$ cat src/rtl/fifo_word_packer_pkg.sv
// Shared constants and types for the FIFO byte-to-word packer.
package fifo_word_packer_pkg;

    localparam int unsigned PK_DATA_W = 8;
    localparam int unsigned PK_BYTES  = 4;
    localparam int unsigned PK_WORD_W = PK_DATA_W * PK_BYTES;
    localparam int unsigned PK_CNT_W  = $clog2(PK_BYTES + 1);

    typedef enum logic {
        FILL = 1'b0,
        HOLD = 1'b1
    } pk_state_t;

    // Keep mask with the low n lanes set.
    function automatic logic [PK_BYTES-1:0] keep_mask(input logic [PK_CNT_W-1:0] n);
        logic [PK_BYTES-1:0] m;
        m = '0;
        for (int unsigned i = 0; i < PK_BYTES; i++) begin
            if (PK_CNT_W'(i) < n) begin
                m[i] = 1'b1;
            end
        end
        return m;
    endfunction

endpackage

$ cat src/rtl/fifo_word_packer_if.sv
// FIFO pop side plus packed-word valid/ready stream; master is the packer.
interface fifo_word_packer_if;
    import fifo_word_packer_pkg::*;

    logic                 fifo_empty;
    logic                 fifo_rd_en;
    logic [PK_DATA_W-1:0] fifo_data;
    logic                 flush;
    logic [PK_WORD_W-1:0] out_data;
    logic [PK_BYTES-1:0]  out_keep;
    logic                 out_last;
    logic                 out_valid;
    logic                 out_ready;

    modport master (
        input  fifo_empty, fifo_data, flush, out_ready,
        output fifo_rd_en, out_data, out_keep, out_last, out_valid
    );

    modport slave (
        output fifo_empty, fifo_data, flush, out_ready,
        input  fifo_rd_en, out_data, out_keep, out_last, out_valid
    );

endinterface

$ cat src/rtl/fifo_word_packer.sv
// Drains a one-cycle-latency byte FIFO and packs bytes little-endian into
// words; a flush emits the partial word with keep flags and out_last.
module fifo_word_packer
    import fifo_word_packer_pkg::*;
(
    input  logic                clk,
    input  logic                rst,
    fifo_word_packer_if.master  bus_io
);

    pk_state_t            state_q;
    logic [PK_CNT_W-1:0]  count_q;
    logic [PK_CNT_W-1:0]  count_d;
    logic                 inflight_q;
    logic                 flush_pend_q;
    logic [PK_WORD_W-1:0] data_q;
    logic [PK_WORD_W-1:0] data_d;
    logic [PK_BYTES-1:0]  keep_q;
    logic                 last_q;
    logic                 rd_en_c;

    // Never issue more pops than free lanes, counting the byte still in flight.
    assign rd_en_c = (state_q == FILL) && !bus_io.fifo_empty && !flush_pend_q &&
                     ((count_q + PK_CNT_W'(inflight_q)) < PK_CNT_W'(PK_BYTES)) && !rst;

    // Lane write decode for the landing byte.
    always_comb begin
        data_d  = data_q;
        count_d = count_q + PK_CNT_W'(1);
        for (int unsigned i = 0; i < PK_BYTES; i++) begin
            if (count_q == PK_CNT_W'(i)) begin
                data_d[i*PK_DATA_W +: PK_DATA_W] = bus_io.fifo_data;
            end
        end
    end

    always_ff @(posedge clk) begin
        if (rst) begin
            state_q      <= FILL;
            count_q      <= '0;
            inflight_q   <= 1'b0;
            flush_pend_q <= 1'b0;
            data_q       <= '0;
            keep_q       <= '0;
            last_q       <= 1'b0;
        end else begin
            inflight_q <= rd_en_c;
            unique case (state_q)
                FILL: begin
                    if (inflight_q) begin
                        data_q  <= data_d;
                        count_q <= count_d;
                    end
                    if (inflight_q && (count_d == PK_CNT_W'(PK_BYTES))) begin
                        // A flush landing with the last byte closes this full word.
                        state_q      <= HOLD;
                        keep_q       <= keep_mask(count_d);
                        last_q       <= flush_pend_q | bus_io.flush;
                        flush_pend_q <= flush_pend_q | bus_io.flush;
                    end else if (flush_pend_q && !inflight_q) begin
                        if (count_q != '0) begin
                            state_q <= HOLD;
                            keep_q  <= keep_mask(count_q);
                            last_q  <= 1'b1;
                        end else begin
                            flush_pend_q <= 1'b0;
                        end
                    end else if (bus_io.flush) begin
                        flush_pend_q <= 1'b1;
                    end
                end
                HOLD: begin
                    if (bus_io.out_ready) begin
                        state_q <= FILL;
                        count_q <= '0;
                        data_q  <= '0;
                        keep_q  <= '0;
                        last_q  <= 1'b0;
                        if (last_q) begin
                            flush_pend_q <= 1'b0;
                        end
                    end else if (bus_io.flush) begin
                        last_q       <= 1'b1;
                        flush_pend_q <= 1'b1;
                    end
                end
                default: state_q <= FILL;
            endcase
        end
    end

    assign bus_io.fifo_rd_en = rd_en_c;
    assign bus_io.out_valid  = (state_q == HOLD);
    assign bus_io.out_data   = data_q;
    assign bus_io.out_keep   = keep_q;
    assign bus_io.out_last   = last_q;

endmodule

$ cat src/flat_wrapper.sv
// flat-port wrapper written by rule: the top's interface ports become plain ports
module fifo_word_packer_flat import fifo_word_packer_pkg::*;
  (clk, rst, bus_io_fifo_empty, bus_io_fifo_data, bus_io_flush, bus_io_out_ready, bus_io_fifo_rd_en, bus_io_out_data, bus_io_out_keep, bus_io_out_last, bus_io_out_valid);
  fifo_word_packer_if bus_io_i ();
  input  logic clk;
  input  logic rst;
  input wire logic [$bits(bus_io_i.fifo_empty)-1:0] bus_io_fifo_empty;
  input wire logic [$bits(bus_io_i.fifo_data)-1:0] bus_io_fifo_data;
  input wire logic [$bits(bus_io_i.flush)-1:0] bus_io_flush;
  input wire logic [$bits(bus_io_i.out_ready)-1:0] bus_io_out_ready;
  output wire logic [$bits(bus_io_i.fifo_rd_en)-1:0] bus_io_fifo_rd_en;
  output wire logic [$bits(bus_io_i.out_data)-1:0] bus_io_out_data;
  output wire logic [$bits(bus_io_i.out_keep)-1:0] bus_io_out_keep;
  output wire logic [$bits(bus_io_i.out_last)-1:0] bus_io_out_last;
  output wire logic [$bits(bus_io_i.out_valid)-1:0] bus_io_out_valid;
  assign bus_io_i.fifo_empty = bus_io_fifo_empty;
  assign bus_io_i.fifo_data = bus_io_fifo_data;
  assign bus_io_i.flush = bus_io_flush;
  assign bus_io_i.out_ready = bus_io_out_ready;
  assign bus_io_fifo_rd_en = bus_io_i.fifo_rd_en;
  assign bus_io_out_data = bus_io_i.out_data;
  assign bus_io_out_keep = bus_io_i.out_keep;
  assign bus_io_out_last = bus_io_i.out_last;
  assign bus_io_out_valid = bus_io_i.out_valid;
  fifo_word_packer u_core (.clk(clk), .rst(rst), .bus_io(bus_io_i));
endmodule
$ cat config.mk
export PLATFORM = sky130hd
export DESIGN_NAME = fifo_word_packer_flat
export DESIGN_NICKNAME = d
export VERILOG_FILES = /design/src/rtl/fifo_word_packer_pkg.sv /design/src/rtl/fifo_word_packer_if.sv /design/src/rtl/fifo_word_packer.sv /design/src/flat_wrapper.sv
export SDC_FILE = /design/constraint.sdc
export NUM_CORES = 1
export LEC_CHECK = 0
export ABC_AREA = 0
export CAP_MARGIN = 5
export CORE_ASPECT_RATIO = 1.75
export CORE_MARGIN = 8
export CORE_UTILIZATION = 25
export CTS_CLUSTER_SIZE = 10
export DETAILED_ROUTE_END_ITERATION = 10
export PLACE_DENSITY_LB_ADDON = 0.25
export REMOVE_ABC_BUFFERS = 1
export SLEW_MARGIN = 40
export SYNTH_ARGS = -nofsm -noshare
export SYNTH_HDL_FRONTEND = slang
export SYNTH_SLANG_ARGS = --single-unit
$ cat constraint.sdc
create_clock -name clk -period 1.5 [get_ports clk]
set_input_delay 0.3 -clock clk [delete_from_list [all_inputs] [get_ports clk]]
set_output_delay 0.3 -clock clk [all_outputs]
set_load 0.01 [all_outputs]
==> metrics.txt <==
Crit. End Element primary output; Pwr Density 979 mW/mm^2; ANT cells 0; first-pass GRT wire length 9240 um; Int Pwr 2320 uW; Post-Route Setup TNS -0.320 ns; synth unique cells 33; Seq/Total Area, Yosys 47.4%; clock buffer count from CTS 5; DRT iter0 DRCs 131; All-Layer GR Usage 11.5%; CTS Buffer Depth 2; worst-margin pin slew 0.475 ns; Core Region 0.00713 mm^2; H-Tree Depth 2; antenna-violating nets left 0; worst hold start bus_io_fifo_empty; Rel. slew slack 68.3%; Setup CP Type register to primary output; WHS 0.409 ns; largest net degree at the start of global routing 41; synthesis-stage register bit count 43; Rows 41; via count 1865; post-synthesis cell count 220; clock sink count 43; RSZ-0062 raised after global routing true; flop-to-flop setup slack -0.09 ns; GP Congestion 0.844; remaining routing DRC violations 0; FF-to-FF path depth 7; Clock transition at path regs 0.06 ns; Hold Path End u_core.inflight_q$_SDFF_PP0_; clk_lat worst skew 0.28 ns; clock root cell clkbuf_16; Hold Crit Depth 3; die area 0.0104 mm^2; MaxCap Viol Count 0; Finished Core Util 42.7%; failing checks setup timing; status finished with violations; syn avg cell area 8.26 um^2; final worst slack -0.156 ns; Die Wd 80.5 um; Final Max Slew Viols 0; initial antenna violation count 0; Final Hold Viols 0; Sw Ratio 22.1%; DR WL/cell 15.5 um; synth warn 0; combinational power share 13.0%; crit path launch type register; CTS tree built; R2R Path Start u_core.count_q[0]$_SDFFE_PP0P_; Remaining Overflow, GRT 0; fin nets 318; cts hold-fix bufs 0; sequential share of power 40.1%; final worst-path cycle share 110%; Data arrival, critical path 1.36 ns; final setup fails 5; Setup Skew 0.00394 ns; NetSw 659 uW; Clock Power Share 46.9%; Final min period 1.66 ns; Via density 4.81; Routed WL 6000 um; Min-Delay Path Class input pin to register; fin cells 388; Crit path required time 1.20 ns; Port Buffer Count 51; Area Overhead vs Synth 67.5%; Leak 0.00142 uW; die height 129 um; layout cell share with drive strength beyond 1 26.5%; Fmax 604 MHz; number of global-route vias before repair 1826; DP Cell Count 371; pre-CTS setup slack -0.757 ns; dpl hpwl 4280 um; Max FO, Critical Path 2; Syn Std Cell Area 0.00182 mm^2; initial core utilization 25.5%; worst r2r dst u_core.bus_io.out_keep[1]$_SDFFE_PP0P_; First-pass DRT Iterations 4; VDD IR max 0.681 mV; Ports 52
metrics by stage:
| stage | cell area, um^2 | power [uW] |
|---|---|---|
| finish | 3050 | 2980 |
| global placement | 2590 | 1550 |
| detailed placement | 2590 | 1550 |
| global route | 3050 | 3090 |
| CTS | 2910 | 2990 |
| floorplan | 1750 | 1340 |
kinds of logic (layout without fill, tap and decap cells):
| kind of cell | after synthesis | count (layout) | synth area share (%) |
|---|---|---|---|
| AO/OA/AOI/OAI | 50 | 50 | 15.8 |
| XOR/XNOR | 3 | 3 | 1.45 |
| AND/OR/NAND/NOR | 103 | 103 | 28.4 |
| buffers and inverters | 17 | 99 | 4.27 |
| adder cells (fa/ha/maj) | 4 | 4 | 2.75 |
| flip-flops | 43 | 43 | 47.4 |
cell type report:
cell class	instances	area (um^2)
fill	709	4090
multi-input combinational	160	1020
timing repair buffer	88	851
clock buffer	6	129
clock inverter	2	60.1
tap	86	108
sequential	43	866
inverter	3	11.3
layout by cell type (no fill, tap or decap), types with 7 or more instances in the layout:
| cell | netlist | layout |
|---|---|---|
| dfxtp_1 | 43 | 39 |
| nand3_1 | 36 | 36 |
| a21oi_1 | 37 | 32 |
| dlymetal6s2s_1 | 0 | 17 |
| buf_4 | 0 | 31 |
| clkdlybuf4s50_1 | 0 | 28 |
| nand2_1 | 36 | 36 |
| nor2_1 | 10 | 7 |
synthesized netlist by cell type:
cell type / n / area share, %
dfxtp_1: 43 / 47
a21oi_1: 37 / 10
nand2_1: 36 / 7.4
nand3_1: 36 / 9.9
nor2_1: 10 / 2.1
clkbuf_1: 7 / 1.4
buf_2: 5 / 1.4
ha_1: 4 / 2.8
o21ai_0: 4 / 1.1
inv_1: 3 / 0.62
nor2b_1: 3 / 1.0
xnor2_1: 3 / 1.4
a211oi_1: 2 / 0.83
and2_1: 2 / 0.69
and3_1: 2 / 0.69
and4b_1: 2 / 1.1
nand2b_1: 2 / 0.69
nand3b_1: 2 / 0.83
nor3_1: 2 / 0.55
o211a_1: 2 / 1.1
a2111oi_2: 1 / 0.83
and2b_1: 1 / 0.41
and3b_1: 1 / 0.48
buf_1: 1 / 0.21
buf_6: 1 / 0.62
nand4b_1: 1 / 0.48
nor4b_4: 1 / 1.3
o211ai_1: 1 / 0.41
o21ai_1: 1 / 0.28
o221a_2: 1 / 0.62
o31ai_1: 1 / 0.41
or3_1: 1 / 0.34
or4_1: 1 / 0.41
registers in the layout, indices dropped and copies added (netlist names):
signal and flops:
u_core.bus_io.out_last 1, u_core.bus_io.out_keep 4, u_core.inflight_q 1, u_core.bus_io.out_valid 1, u_core.count_q 3, u_core.bus_io.out_data 32
u_core.flush_pend_q 1
routing by layer:
| layer | share of wire [%] | GRT usage, % | vias up |
|---|---|---|---|
| met1 | 36 | 11.5 | 872 |
| li1 | - | - | 924 |
| met4 | 3.2 | 6.47 | 0 |
| met2 | 55 | 20.8 | 55 |
| met3 | 5.8 | 2.65 | 14 |
| met5 | 0 | 0 | - |
worst max path at each step:
stage | slack (ns) | start | to
after global placement | -0.76 | rst | bus_io_fifo_rd_en
after global routing | -0.20 | u_core.flush_pend_q$_SDFFE_PP0P_ | bus_io_fifo_rd_en
final | -0.16 | u_core.flush_pend_q$_SDFFE_PP0P_ | bus_io_fifo_rd_en
after CTS | -0.17 | u_core.flush_pend_q$_SDFFE_PP0P_ | bus_io_fifo_rd_en
after detailed placement | -0.76 | rst | bus_io_fifo_rd_en
after floorplan | -0.06 | u_core.count_q[0]$_SDFFE_PP0P_ | u_core.bus_io.out_keep[2]$_SDFFE_PP0P_
critical path: stages (launching register included):
cell	delay (ns)
dfxtp_2	0.32
or4_4	0.53
nor2_2	0.09
buf_2	0.13
power by group through the flow:
stage	Clock (uW)	Sequential (uW)	Combinational [uW]
final	1400	1200	387
after global routing	1480	1200	417
after CTS	1420	1200	374
after detailed placement	0	1220	331
after global placement	0	1220	331
after floorplan	0	1240	104
timing repair:
action | CTS | global route
pin swaps | 10 | 6
buffers inserted | 5 | 4
endpoints found under the setup margin | 27 | 55
resized for setup | 36 | 34
No activity file was read; power rests on OpenSTA's default activity.
